--- config.mk ---
export PLATFORM = sky130hd
export DESIGN_NAME = mlp_load_sequencer
export DESIGN_NICKNAME = d
export VERILOG_FILES = /design/src/rtl/mlp_load_sequencer.sv
export SDC_FILE = /design/constraint.sdc
export NUM_CORES = 1
export LEC_CHECK = 0
export BUFFER_PORTS_ARGS = -buffer_cell sky130_fd_sc_hd__buf_2
export CAP_MARGIN = 10
export CELL_PAD_IN_SITES_DETAIL_PLACEMENT = 1
export CELL_PAD_IN_SITES_GLOBAL_PLACEMENT = 2
export CORE_MARGIN = 4
export CORE_UTILIZATION = 30
export CTS_CLUSTER_SIZE = 20
export DETAILED_ROUTE_END_ITERATION = 16
export PLACE_DENSITY = 0.81
export SLEW_MARGIN = 25
export SYNTH_ARGS = -nofsm -noshare
export SYNTH_HDL_FRONTEND = slang
export SYNTH_SLANG_ARGS = --single-unit
--- constraint.sdc ---
create_clock -name clk -period 2.4 [get_ports clk]
set_input_delay 0.6 -clock clk [delete_from_list [all_inputs] [get_ports clk]]
set_output_delay 0.6 -clock clk [all_outputs]
set_load 0.05 [all_outputs]
--- src/rtl/mlp_load_sequencer.sv ---
// Host-side load sequencer for the MLP accelerator: turns one host word stream into
// input/weight load controls, then forwards the result burst and flags done/error.
module mlp_load_sequencer #(
    parameter int NUM_LAYERS    = 8,
    parameter int ROWS          = 16,
    parameter int WORDS_PER_ROW = 8,
    parameter int WGROUPS       = 8,
    parameter int RES_WORDS     = 128,
    parameter int TIMEOUT       = 1024
) (
    input  logic        clk,
    input  logic        rst_n,
    input  logic        start_i,
    input  logic        abort_i,
    input  logic        s_valid_i,
    input  logic [31:0] s_data_i,
    output logic        s_ready_o,
    output logic        load_en_o,
    output logic [31:0] load_payload_o,
    output logic        load_type_o,
    output logic [3:0]  input_load_number_o,
    output logic [2:0]  layer_number_o,
    output logic [2:0]  weight_number_o,
    input  logic        res_valid_i,
    input  logic [31:0] res_data_i,
    output logic        m_valid_o,
    output logic [31:0] m_data_o,
    output logic        busy_o,
    output logic        done_o,
    output logic        err_o
);

    localparam int WCW = $clog2(WORDS_PER_ROW);
    localparam int RCW = $clog2(ROWS);
    localparam int GCW = $clog2(WGROUPS);
    localparam int LCW = $clog2(NUM_LAYERS);
    localparam int TCW = $clog2(TIMEOUT);
    localparam int QCW = $clog2(RES_WORDS);

    localparam logic [WCW-1:0] WORD_LAST  = WCW'(WORDS_PER_ROW - 1);
    localparam logic [RCW-1:0] ROW_LAST   = RCW'(ROWS - 1);
    localparam logic [GCW-1:0] GROUP_LAST = GCW'(WGROUPS - 1);
    localparam logic [LCW-1:0] LAYER_LAST = LCW'(NUM_LAYERS - 1);
    localparam logic [TCW-1:0] WAIT_LAST  = TCW'(TIMEOUT - 1);
    localparam logic [QCW-1:0] RES_LAST   = QCW'(RES_WORDS - 1);

    typedef enum logic [2:0] {
        IDLE,
        LOAD_IN,
        LOAD_W,
        WAIT_RES,
        DRAIN
    } state_t;

    state_t state_q, state_d;

    logic [WCW-1:0] word_cnt;
    logic [RCW-1:0] row_cnt;
    logic [GCW-1:0] wgrp_cnt;
    logic [LCW-1:0] layer_cnt;
    logic [TCW-1:0] wait_cnt;
    logic [QCW-1:0] res_cnt;

    logic xfer, in_last, w_last, res_last, res_take, set_err;

    assign s_ready_o = (state_q == LOAD_IN) || (state_q == LOAD_W);
    assign busy_o    = (state_q != IDLE);
    assign xfer      = s_valid_i && s_ready_o;
    assign in_last   = (word_cnt == WORD_LAST) && (row_cnt == ROW_LAST);
    assign w_last    = (row_cnt == ROW_LAST) && (wgrp_cnt == GROUP_LAST) && (layer_cnt == LAYER_LAST);
    assign res_last  = (res_cnt == RES_LAST);
    assign res_take  = ((state_q == WAIT_RES) || (state_q == DRAIN)) && res_valid_i && !abort_i;

    always_ff @(posedge clk or negedge rst_n) begin
        if (!rst_n) state_q <= IDLE;
        else        state_q <= state_d;
    end

    // The first result word arrives in WAIT_RES and is forwarded like any other,
    // so a full burst is RES_WORDS consecutive res_valid_i cycles.
    always_comb begin
        state_d = state_q;
        set_err = 1'b0;
        case (state_q)
            IDLE:     if (start_i) state_d = LOAD_IN;
            LOAD_IN:  if (xfer && in_last) state_d = LOAD_W;
            LOAD_W:   if (xfer && w_last) state_d = WAIT_RES;
            WAIT_RES: begin
                if (res_valid_i) begin
                    state_d = res_last ? IDLE : DRAIN;
                end else if (wait_cnt == WAIT_LAST) begin
                    state_d = IDLE;
                    set_err = 1'b1;
                end
            end
            DRAIN: begin
                if (res_valid_i) begin
                    state_d = res_last ? IDLE : DRAIN;
                end else begin
                    state_d = IDLE;
                    set_err = 1'b1;
                end
            end
            default:  state_d = IDLE;
        endcase
        if (abort_i) begin
            state_d = IDLE;
            set_err = 1'b0;
        end
    end

    // Counters clear on every state change; the word taken on WAIT_RES->DRAIN still counts.
    always_ff @(posedge clk or negedge rst_n) begin
        if (!rst_n) begin
            word_cnt  <= '0;
            row_cnt   <= '0;
            wgrp_cnt  <= '0;
            layer_cnt <= '0;
            wait_cnt  <= '0;
            res_cnt   <= '0;
        end else if (state_d != state_q) begin
            word_cnt  <= '0;
            row_cnt   <= '0;
            wgrp_cnt  <= '0;
            layer_cnt <= '0;
            wait_cnt  <= '0;
            res_cnt   <= (res_take && state_d == DRAIN) ? res_cnt + 1'b1 : '0;
        end else begin
            case (state_q)
                LOAD_IN: begin
                    if (xfer) begin
                        if (word_cnt == WORD_LAST) begin
                            word_cnt <= '0;
                            row_cnt  <= row_cnt + 1'b1;
                        end else begin
                            word_cnt <= word_cnt + 1'b1;
                        end
                    end
                end
                LOAD_W: begin
                    if (xfer) begin
                        if (row_cnt == ROW_LAST) begin
                            row_cnt <= '0;
                            if (wgrp_cnt == GROUP_LAST) begin
                                wgrp_cnt  <= '0;
                                layer_cnt <= layer_cnt + 1'b1;
                            end else begin
                                wgrp_cnt <= wgrp_cnt + 1'b1;
                            end
                        end else begin
                            row_cnt <= row_cnt + 1'b1;
                        end
                    end
                end
                WAIT_RES: wait_cnt <= wait_cnt + 1'b1;
                DRAIN:    if (res_take) res_cnt <= res_cnt + 1'b1;
                default:  ;
            endcase
        end
    end

    always_ff @(posedge clk or negedge rst_n) begin
        if (!rst_n) begin
            load_en_o           <= 1'b0;
            load_payload_o      <= '0;
            load_type_o         <= 1'b0;
            input_load_number_o <= '0;
            layer_number_o      <= '0;
            weight_number_o     <= '0;
        end else begin
            load_en_o <= xfer;
            if (xfer) begin
                load_payload_o      <= s_data_i;
                load_type_o         <= (state_q == LOAD_IN);
                input_load_number_o <= row_cnt;
                layer_number_o      <= (state_q == LOAD_W) ? layer_cnt : '0;
                weight_number_o     <= (state_q == LOAD_W) ? wgrp_cnt : '0;
            end
        end
    end

    always_ff @(posedge clk or negedge rst_n) begin
        if (!rst_n) begin
            m_valid_o <= 1'b0;
            m_data_o  <= '0;
            done_o    <= 1'b0;
            err_o     <= 1'b0;
        end else begin
            m_valid_o <= res_take;
            done_o    <= res_take && res_last;
            if (res_take) m_data_o <= res_data_i;
            if (set_err) begin
                err_o <= 1'b1;
            end else if (state_q == IDLE && start_i && !abort_i) begin
                err_o <= 1'b0;
            end
        end
    end

endmodule

**After elaboration in Yosys (flattened, before gate mapping)**

Index checks and enable logic that the tools add are counted.

- Equal/unequal tests: 15
- Multipliers: 0
- Reduce and logical (&&, ||, !) cells: 32
- Order comparisons: 0
- Muxes and demuxes: 44
- Shift operators: 0
- Bitwise gates (word level): 0
- Add/sub/neg operators: 6
- Div/mod/pow operators: 0

Operators by type and width:

| cell | number |
|---|---|
| 3-bit two-way mux | 24 |
| 7-bit two-way mux | 4 |
| 10-bit two-way mux | 2 |
| 4-bit two-way mux | 5 |
| 2-bit nonzero test | 9 |
| 3-bit == test (second input constant) | 5 |
| 3-bit one-hot mux with 5 select lines | 1 |
| 1-bit logical AND | 12 |
| 10-bit by 1-bit adder with 10-bit output (second input constant) | 1 |
| 10-bit == test (second input constant) | 1 |
| 3-bit by 1-bit adder with 3-bit output (second input constant) | 3 |
| 4-bit one-hot mux with 2 select lines | 1 |
| 4-bit AND reduction | 2 |
| 7-bit by 1-bit adder with 7-bit output (second input constant) | 1 |
| 7-bit == test (second input constant) | 1 |
| 3-bit by 2-bit == test with 1-bit output (second input constant) | 2 |
| 1-bit two-way mux | 6 |
| 3-bit by 2-bit inequality test with 1-bit output (second input constant) | 2 |
| 3-bit nonzero test | 2 |
| 4-bit by 1-bit adder with 4-bit output (second input constant) | 1 |
| 4-bit == test (second input constant) | 1 |
| 2-bit AND reduction | 2 |
| 3-bit by 1-bit == test with 1-bit output (second input constant) | 1 |
| 3-bit logical NOT | 1 |
| 6 further kinds | 7 |

- Bits in writable memories: 0
- Bits in read-only memories: 0
- Memories: 0
- Word-level logic and storage cells: 114
- Output and inout port bits: 81
- Latch bits: 0
- Register bits: 112

**Depth between registers and ports, before layout**

Gate-level depths: netlist of the first run.

- Depth in word-level cells: 11
- Gate-level depth with buffers: 9
- Depth with buffers taken out: 7

**Least setup slack after synthesis of the first run**

OpenSTA, ideal clock, no wires.

- Kind: register to register
- Start: register state_q[0]
- End: register layer_number_o[0]
- Arrival: 2.222 ns
- Buffers on the path: 3
- Slack: 0.057 ns
- Stages on the path, launching flop included: 8
- Cell sequence: dfrtp_1 -> buf_6 -> buf_2 -> xnor2_1 -> nor2_1 -> nand2_1 -> clkbuf_1 -> a22o_1

- Word-level cells in the longest chain between the ends: 3

Ends and longest elaborated chain:

| element | line | text |
|---|---|---|
| from (decl) | 55 | `state_t state_q, state_d;` |
| from (signal assigned) | 76 | `else state_q <= state_d;` |
| 3-bit by 1-bit == test with 1-bit output / 3-bit by 2-bit == test with 1-bit output (equally long branches) | 66 | `assign s_ready_o = (state_q == LOAD_IN) \|\| (state_q == LOAD_W);` |
| 1-bit logical OR * | 66 |  |
| net s_ready_o | 17 | `output logic s_ready_o,` |
| 1-bit logical AND * | 68 | `assign xfer = s_valid_i && s_ready_o;` |
| to (signal assigned) | 176 | `layer_number_o <= (state_q == LOAD_W) ? layer_cnt : '0;` |
| to (decl) | 22 | `output logic [2:0] layer_number_o,` |

The timed path passes the listed nets; every way through them passes the cells marked *.
A chain may end at the register's enable or synchronous reset.

**Worst setup path after layout of the first run**

- Start: register state_q[0]
- End: output busy_o

- Word-level cells in the longest chain between the ends: 1

Ends and longest elaborated chain:

| element | line | text |
|---|---|---|
| 3-bit nonzero test | 67 | `assign busy_o = (state_q != IDLE);` |
| to (decl) | 28 | `output logic busy_o,` |

Every way passes these cells.

==> results of run 1 <==
## registers in the layout (all words and copies together) (netlist names), 3 cells and up
| register | flops |
|---|---|
| state_q | 3 |
| res_cnt | 7 |
| wait_cnt | 10 |
| load_payload_o | 32 |
| word_cnt | 3 |
| input_load_number_o | 4 |
| row_cnt | 4 |
| layer_number_o | 3 |
| layer_cnt | 3 |
| weight_number_o | 3 |
| m_data_o | 32 |
| wgrp_cnt | 3 |
## final cells by class
class | count | area, um^2
clock inverter | 5 | 61.3
fill | 1954 | 9640
tap | 216 | 270
timing repair buffer | 171 | 961
clock buffer | 11 | 243
sequential | 112 | 2800
multi-input combinational | 374 | 1890
inverter | 6 | 22.5
## cell usage after synthesis, types with 2 or more instances
library cell  count  area, um^2
and3b_1           2        17.5
or2_2             2        12.5
o21ai_0           5        25.0
buf_6             4        45.0
nand4_1           6        37.5
dfrtp_1         112        2800
nand2b_1          2        12.5
nor2_1           35         131
nand3_1          11        55.1
a21oi_1           6        30.0
o211ai_1          2        15.0
a31oi_1           3        18.8
inv_1             5        18.8
nor4_1            2        12.5
o21ai_1           2        10.0
or3_1             5        31.3
buf_2            12        60.1
a41oi_1           2        17.5
clkbuf_1          9        33.8
a22o_1            6        52.6
nor2b_1           3        18.8
nand2_1         219         822
nor3_1            6        30.0
mux2i_1           9        90.1
xnor2_1           7        61.3
ha_1              9         113
o221ai_1          2        17.5
and3_1            4        25.0
o21a_1            2        15.0
xor2_1            5        43.8
## routing by layer
metal  share of wire [%]  vias to the layer above  wire length (um)
met4                 1.1                        0               142
met3                 5.2                       11               703
met5                   0                        -                 0
met1                  44                     2062              5880
met2                  50                       91              6710
li1                    -                     2001                 -
## worst min-delay path by stage
stage	start	end	slack, ps	cells after the start
2_1_floorplan	rst_n	done_o	300	0
3_3_place_gp	load_payload_o[20]	load_payload_o[20]	450	2
3_5_place_dp	load_payload_o[0]	load_payload_o[0]	460	2
4_1_cts	rst_n	m_data_o[12]	160	1
5_1_grt	rst_n	m_data_o[10]	180	1
6_report	rst_n	m_data_o[10]	170	1
## per-stage QoR
| step | setup slack (ps) | instance area, um^2 | util, % | instances | hold slack [ps] |
|---|---|---|---|---|---|
| 6_report | 132 | 6250 | 39.3 | 895 | 167 |
| 3_5_place_dp | 141 | 5950 | 37.4 | 879 | 458 |
| 4_1_cts | 124 | 6250 | 39.3 | 895 | 162 |
| 5_1_grt | 55.9 | 6250 | 39.3 | 895 | 179 |
| 3_3_place_gp | 187 | 5950 | 37.4 | 879 | 451 |
| 2_1_floorplan | 57.3 | 4850 | - | 518 | 304 |
## power by group
group          total [mW]  internal, mW  switching (mW)  leakage [nW]
clock network        1.55         0.849           0.700         0.151
logic               0.725         0.180           0.544          1.78
registers            2.03          1.98          0.0492          1.51
## cell families after synthesis
group	count (synthesis)	synth area share (%)
AO/OA/AOI/OAI	41	6.52
XOR/XNOR	12	2.17
adder cells (fa/ha/maj)	9	2.32
buffers and inverters	32	3.40
flip-flops	112	57.7
multiplexers	9	1.86
AND/OR/NAND/NOR	303	26.0
==> summary.txt, run 1 <==
Run status
  – Status: completed

STA
  – Slew headroom: 70.1%
  – Final clock skew: 10.7 ps
  – Final Max Tran Viols: 0
  – Fmax: 0.441 GHz
  – Final worst-path cycle share: 94.5%
  – Tmin final: 2270 ps
  – Final Hold Viols: 0
  – Final setup viols: 0
  – Worst Max-Slew Pin Slew: 442 ps
  – Setup TNS: 0 ps
  – RSZ-0062 raised after global routing: false

Worst setup path
  – Depth of the most critical reg-to-reg path: 7
  – CP Max Fanout: 10
  – Cell count along the critical path: 3
  – Crit-path leading delay family: flip-flops
  – Crit path required time: 1800 ps
  – CP Class: reg2out
  – Worst EP arrival: 1670 ps
  – Largest stage delay, worst path: 490 ps
  – Sum of buffers and inverters on the critical path: 2
  – Worst Setup EP: busy_o
  – Endpoint class of the critical path: output port
  – Critical path startpoint: state_q[0]
  – CP cell instances: buf_4, or3_1, buf_2
  – Slowest cell on crit path: dfrtp_1
  – Internal reg-to-reg setup slack: 300 ps
  – Worst Setup Start Kind: register
  – Reg-to-reg endpoint: res_cnt[1]
  – Reg2reg start: row_cnt[0]

GRT
  – Pin count of the biggest net entering global routing: 45
  – Total track usage: 14.8%
  – First-pass GRT wire length: 21900 um
  – Vias in the first global route: 4378
  – Initial antenna violation count: 0
  – Met1 usage: 19.0%
  – Top Usage Layer GRT: met2
  – GRT overflow: 0
  – GR Util met3: 2.64%
  – GR Util met2: 25.3%

Pwr
  – Pwr dens: 689 mW/mm^2
  – Peak supply drop: 356 uV
  – Overall power: 4.30 mW
  – Leakage power: 3.44 nW

Finish
  – Commonest non-fill, non-tap cell in the layout: nand2_1
  – Antenna diode count: 0
  – Share of cells above drive strength 1: 28.6%
  – Final #Nets: 753
  – P&R area growth vs syn: 28.8%
  – Commonest cells after routing, fill and taps aside: nand2_1, buf_2, dfrtp_1

Logic synthesis
  – Cell count after synthesis: 518
  – Synth cell types: 49
  – Number of flops mapped to enable cells by yosys: 0
  – Post-synthesis area per instance: 9.37 um^2
  – Ys async rst share: 100%
  – Synthesis-stage register bit count: 112
  – YS warnings: 0
  – Syn Nets: 597
  – Sequential area share after synthesis: 57.7%
  – Synth Cell Area: 0.00485 mm^2
  – Top FF cell, synth: dfrtp_1

Floorplanning
  – Die height: 135 um
  – Die area: 0.0183 mm^2
  – Starting Density: 30.6%
  – Floorplan row count: 46
  – I/O pins: 151
  – Core ar.: 0.0159 mm^2
  – Die Span X: 135 um

Clocking
  – TritonCTS clock tree: yes
  – Clk buf depth: 2
  – H-Tree Depth: 3
  – CTS Buf Count: 9
  – Clk pin slew, worst setup/hold paths: 80 ps
  – Post_cts resized: 0
  – Worst-skew pair later-pin latency: 350 ps
  – Root Driver: clkbuf_16
  – CTS sink count: 112
  – Post-CTS setup buffers: 0
  – CTS Hold Bufs: 0

Detailed routing
  – WL per Instance: 15.0 um
  – Pre-antenna DRT Iters: 4
  – Remaining DRCs: 0
  – Final ANT Viol Nets: 0
  – DRT iter0 DRCs: 223
  – Vias after detailed routing: 4165
  – Drt total wl: 13400 um
  – DR vias/cell: 4.65

Place
  – Gpl congestion: 0.790
  – Buffers added on ports: 150
  – Dpl hpwl: 10200 um

Run
  – Max cap viols: 0

Hold path
  – Worst Hold Class: in2async
No activity file was read; power rests on OpenSTA's default activity.
==> run 2: changes to the inputs <==
- clock period: 2.4 -> 2.32 ns (I/O delays scaled with it)
==> summary.txt, run 2 (synthesis results as in run 1) <==
Worst setup path
  – Reg2reg start: row_cnt[0] (unchanged)
  – Depth of the most critical reg-to-reg path: 6 (was 7)
  – Worst Setup Start Kind: register (unchanged)
  – Worst EP arrival: 1570 ps (was 1670 ps)
  – Worst Setup EP: s_ready_o (was busy_o)
  – Reg-to-reg endpoint: row_cnt[3] (was res_cnt[1])
  – Crit path required time: 1740 ps (was 1800 ps)
  – Endpoint class of the critical path: output port (unchanged)
  – CP Max Fanout: 12 (was 10)
  – Critical path startpoint: state_q[1] (was state_q[0])
  – Internal reg-to-reg setup slack: 280 ps (was 300 ps)
  – CP Class: reg2out (unchanged)

Detailed routing
  – Pre-antenna DRT Iters: 4 (unchanged)
  – WL per Instance: 15.0 um (about the same)
  – Final ANT Viol Nets: 0 (unchanged)
  – Drt total wl: 13400 um (about the same)
  – DR vias/cell: 4.65 (about the same)
  – DRT iter0 DRCs: 150 (was 223)
  – Vias after detailed routing: 4142 (was 4165)
  – Remaining DRCs: 0 (unchanged)

STA
  – Final setup viols: 0 (unchanged)
  – Final worst-path cycle share: 92.6%
  – Tmin final: 2150 ps
  – Final clock skew: 9.83 ps (was 10.7 ps)
  – RSZ-0062 raised after global routing: false (unchanged)
  – Final Hold Viols: 0 (unchanged)
  – Final Max Tran Viols: 0 (unchanged)
  – Slew headroom: 54.4% (was 70.1%)
  – Fmax: 0.465 GHz
  – Worst Max-Slew Pin Slew: 674 ps (was 442 ps)
  – Setup TNS: 0 ps (unchanged)

Floorplanning
  – Starting Density: 30.6% (unchanged)
  – Die area: 0.0183 mm^2 (unchanged)
  – I/O pins: 151 (unchanged)
  – Die height: 135 um (unchanged)
  – Die Span X: 135 um (unchanged)
  – Floorplan row count: 46 (unchanged)
  – Core ar.: 0.0159 mm^2 (unchanged)

Finish
  – Commonest cells after routing, fill and taps aside: nand2_1, buf_2, dfrtp_1 (unchanged)
  – Commonest non-fill, non-tap cell in the layout: nand2_1 (unchanged)
  – Antenna diode count: 0 (unchanged)
  – Regs by FF count: load_payload_o (32), m_data_o (32), wait_cnt (10) (unchanged)
  – P&R area growth vs syn: 28.0% (was 28.8%)
  – Final #Nets: 749 (was 753)
  – Final cell count without fillers: 891 (was 895)
  – Share of cells above drive strength 1: 28.9% (was 28.6%)

Clocking
  – H-Tree Depth: 3 (unchanged)
  – Root Driver: clkbuf_16 (unchanged)
  – Clk buf depth: 2 (unchanged)
  – CTS Buf Count: 9 (unchanged)
  – CTS Hold Bufs: 0 (unchanged)
  – Worst-skew pair later-pin latency: 350 ps (about the same)
  – Post-CTS setup buffers: 0 (unchanged)
  – CTS sink count: 112 (unchanged)
  – TritonCTS clock tree: yes (unchanged)
  – Clk pin slew, worst setup/hold paths: 80 ps (about the same)

Pwr
  – Leakage power: 3.41 nW (was 3.44 nW)
  – Peak supply drop: 318 uV (was 356 uV)
  – Overall power: 4.43 mW (was 4.30 mW)
  – Pwr dens: 713 mW/mm^2 (was 689 mW/mm^2)

GRT
  – Pin count of the biggest net entering global routing: 46 (was 45)
  – GRT overflow: 0 (unchanged)
  – Vias in the first global route: 4500 (was 4378)
  – Initial antenna violation count: 0 (unchanged)
  – Total track usage: 15.1% (was 14.8%)
  – First-pass GRT wire length: 22400 um (was 21900 um)

Run status
  – Status: completed (unchanged)

Run
  – Max cap viols: 0 (unchanged)

Place
  – Dpl cells: 875 (was 879)
  – Buffers added on ports: 150 (unchanged)
  – Dpl hpwl: 10200 um (about the same)
  – Gpl congestion: 0.797 (was 0.790)

Hold path
  – Worst Hold Class: in2async (unchanged)
-- run 2: cell types whose count changed in the layout (fill, tap and decap cells not counted), sizes merged --
| cell | change |
|---|---|
| clkinv | +3 |
| buf | -4 |
| clkbuf | -1 |
| inv | -2 |
-- run 2: cell type report --
class	count	area (um^2)
well taps	216	270
flip-flops and latches	112	2800
repair buffers	167	906
clock buffers	10	239
clock inverters	6	66.3
inverters	6	22.5
fillers	1924	9670
multi-input cells	374	1900
-- run 2: where the power goes --
part	leakage [nW]	total, mW	switching [mW]	internal (mW)
logic	1.75	0.739	0.557	0.181
registers	1.51	2.10	0.0534	2.05
clock network	0.153	1.59	0.714	0.872
-- run 2: how the worst min path moves through the flow --
stage                            start                  to  slack, ps  cells after the start
global placement    load_payload_o[28]  load_payload_o[28]        450                      2
detailed placement  load_payload_o[16]  load_payload_o[16]        460                      2
finish                           rst_n  load_payload_o[30]        140                      1
global route                     rst_n  load_payload_o[30]        150                      1
floorplan                        rst_n              done_o        280                      0
CTS                              rst_n         m_data_o[0]        140                      1
-- run 2: metrics by stage --
step,utilization (%),cell area (um^2),hold WS [ps],worst slack [ps]
after CTS,39.0,6200,142,111
after global routing,39.1,6210,150,36.3
after floorplan,-,4860,284,268
final,39.1,6210,143,171
after global placement,37.1,5890,452,179
after detailed placement,37.1,5890,456,73.4
-- run 2: routing by layer --
layer  GRT usage [%]  vias to the layer above  share of wire (%)
li1                -                     1992                  -
met1            19.7                     2031                 44
met2            25.2                      101                 50
met5               0                        -                  0
met4            5.54                        0                1.9
met3            2.67                       18                4.2
-- run 2: what timing repair did --
| item | CTS | global route |
|---|---|---|
| setup endpoints to repair | 0 | 18 |
| resized for setup | 0 | 3 |
| hold endpoints to repair | 0 | 0 |
-- run 2: worst max-delay path: stages (launching register included) --
cell and delay, ps:
dfrtp_1 510, buf_4 220, xnor2_1 130, nor2_2 100, buf_2 270
==> run 3: changes to the inputs <==
- CORE_UTILIZATION: 30 -> 32
- PLACE_DENSITY: 0.81 -> 0.86
- clock period: 2.32 -> 2.5 ns (I/O delays scaled with it)
==> summary.txt, run 3 (synthesis results as in run 1) <==
Finish
  – Regs by FF count: load_payload_o (32), m_data_o (32), wait_cnt (10) (unchanged)
  – Share of cells above drive strength 1: 27.7% (was 28.9%)
  – Commonest cells after routing, fill and taps aside: nand2_1, buf_2, dfrtp_1 (unchanged)
  – Post-route cell area: 0.00615 mm^2 (was 0.00621 mm^2)
  – P&R area growth vs syn: 26.7% (was 28.0%)
  – Final #Nets: 746 (was 749)
  – Fillers: 1750 (was 1924)
  – Antenna diode count: 0 (unchanged)
  – Commonest non-fill, non-tap cell in the layout: nand2_1 (unchanged)

Clocking
  – CTS sink count: 112 (unchanged)
  – Worst-skew pair later-pin latency: 340 ps (was 350 ps)
  – CTS Buf Count: 9 (unchanged)
  – TritonCTS clock tree: yes (unchanged)
  – CTS Hold Bufs: 0 (unchanged)
  – Post_cts resized: 0 (unchanged)
  – H-Tree Depth: 3 (unchanged)
  – Post-CTS setup buffers: 0 (unchanged)
  – Root Driver: clkbuf_16 (unchanged)
  – Clk pin slew, worst setup/hold paths: 70 ps (was 80 ps)
  – Clk buf depth: 2 (unchanged)

Pwr
  – Peak supply drop: 350 uV (was 318 uV)
  – Leakage power: 3.40 nW (was 3.41 nW)
  – Pwr dens: 682 mW/mm^2 (was 713 mW/mm^2)
  – Overall power: 4.19 mW (was 4.43 mW)

Floorplanning
  – Starting Density: 33.0% (was 30.6%)
  – Core ar.: 0.0147 mm^2 (was 0.0159 mm^2)
  – Die area: 0.0172 mm^2 (was 0.0183 mm^2)
  – Die height: 131 um (was 135 um)
  – Floorplan row count: 44 (was 46)
  – I/O pins: 151 (unchanged)
  – Die Span X: 131 um (was 135 um)

Worst setup path
  – CP cell instances: buf_4, or3_1, buf_2 (was buf_4, xnor2_1, nor2_2, buf_2)
  – CP Class: reg2out (unchanged)
  – Endpoint class of the critical path: output port (unchanged)
  – Crit path required time: 1880 ps (was 1740 ps)
  – Reg2reg start: res_cnt[0] (was row_cnt[0])
  – Largest stage delay, worst path: 510 ps (about the same)
  – Internal reg-to-reg setup slack: 260 ps (was 280 ps)
  – Crit-path leading delay family: flip-flops (unchanged)
  – Reg-to-reg endpoint: row_cnt[0] (was row_cnt[3])
  – Critical path startpoint: state_q[1] (unchanged)
  – Worst Setup Start Kind: register (unchanged)
  – Depth of the most critical reg-to-reg path: 7 (was 6)
  – CP Max Fanout: 11 (was 12)
  – Sum of buffers and inverters on the critical path: 2 (unchanged)
  – Slowest cell on crit path: dfrtp_1 (unchanged)
  – Worst EP arrival: 1660 ps (was 1570 ps)

Place
  – Post-DP Area: 0.00583 mm^2 (was 0.00589 mm^2)
  – Dpl hpwl: 9870 um (was 10200 um)
  – Buffers added on ports: 150 (unchanged)
  – Gpl congestion: 0.745 (was 0.797)

Run status
  – Status: completed (unchanged)

GRT
  – Initial antenna violation count: 0 (unchanged)
  – Vias in the first global route: 4351 (was 4500)
  – Pin count of the biggest net entering global routing: 47 (was 46)
  – Total track usage: 15.7% (was 15.1%)
  – GRT overflow: 0 (unchanged)
  – First-pass GRT wire length: 22500 um (was 22400 um)

Detailed routing
  – Final ANT Viol Nets: 0 (unchanged)
  – DR vias/cell: 4.80 (was 4.65)
  – Remaining DRCs: 0 (unchanged)
  – Vias after detailed routing: 4106 (was 4142)
  – Pre-antenna DRT Iters: 4 (unchanged)
  – WL per Instance: 15.5 um (was 15.0 um)
  – DRT iter0 DRCs: 186 (was 150)
  – Drt total wl: 13300 um (was 13400 um)

STA
  – Final clock skew: 7.74 ps (was 9.83 ps)
  – Final Hold Viols: 0 (unchanged)
  – Worst Max-Slew Pin Slew: 652 ps (was 674 ps)
  – Final setup viols: 0 (unchanged)
  – Fmax: 0.438 GHz
  – RSZ-0062 raised after global routing: false (unchanged)
  – Setup TNS: 0 ps (unchanged)
  – Slew headroom: 56.5% (was 54.4%)
  – Final worst-path cycle share: 91.4%
  – Tmin final: 2280 ps
  – Final Max Tran Viols: 0 (unchanged)

Hold path
  – Worst Hold Class: in2async (unchanged)

Run
  – Max cap viols: 0 (unchanged)
[run 3: worst max path at each step]
stage | end | slack [ps] | cells after the start
after floorplan | layer_number_o[0] | 160 | 7
after detailed placement | row_cnt[0] | 200 | 7
after global placement | res_cnt[1] | 330 | 6
after CTS | busy_o | 180 | 3
final | busy_o | 220 | 3
after global routing | row_cnt[0] | 8 | 7
[run 3: where the power goes]
group          switching, mW  total (mW)  internal, mW
clock network          0.655        1.56         0.906
registers             0.0500        1.95          1.90
logic                  0.517       0.682         0.164
total                   1.22        4.19          2.97
[run 3: layout make-up]
type / count / area, um^2 / share of cell area [%]
Multi-Input combinational cell: 374 / 1890 / 30.7
Sequential cell: 112 / 2800 / 45.6
Inverter: 6 / 22.5 / 0.366
Tap cell: 184 / 230 / 3.75
Clock inverter: 4 / 76.3 / 1.24
Clock buffer: 11 / 243 / 3.95
Timing Repair Buffer: 164 / 883 / 14.4
[run 3: metrics by stage]
| stage | setup WS [ps] | hold WS [ps] | cells | util, % |
|---|---|---|---|---|
| 2_1_floorplan | 157 | 329 | 518 | - |
| 3_3_place_gp | 325 | 452 | 840 | 39.6 |
| 4_1_cts | 183 | 284 | 855 | 41.8 |
| 6_report | 215 | 275 | 855 | 41.8 |
| 3_5_place_dp | 198 | 460 | 840 | 39.6 |
| 5_1_grt | 8.20 | 311 | 855 | 41.8 |
[run 3: routing by layer]
metal  share of wire [%]  track usage [%]  vias to the layer above
li1                    -                -                     1980
met1                  44             19.9                     1997
met2                  50             27.0                      109
met3                 4.5             3.10                       20
met4                 2.2             5.78                        0
met5                   0                0                        -
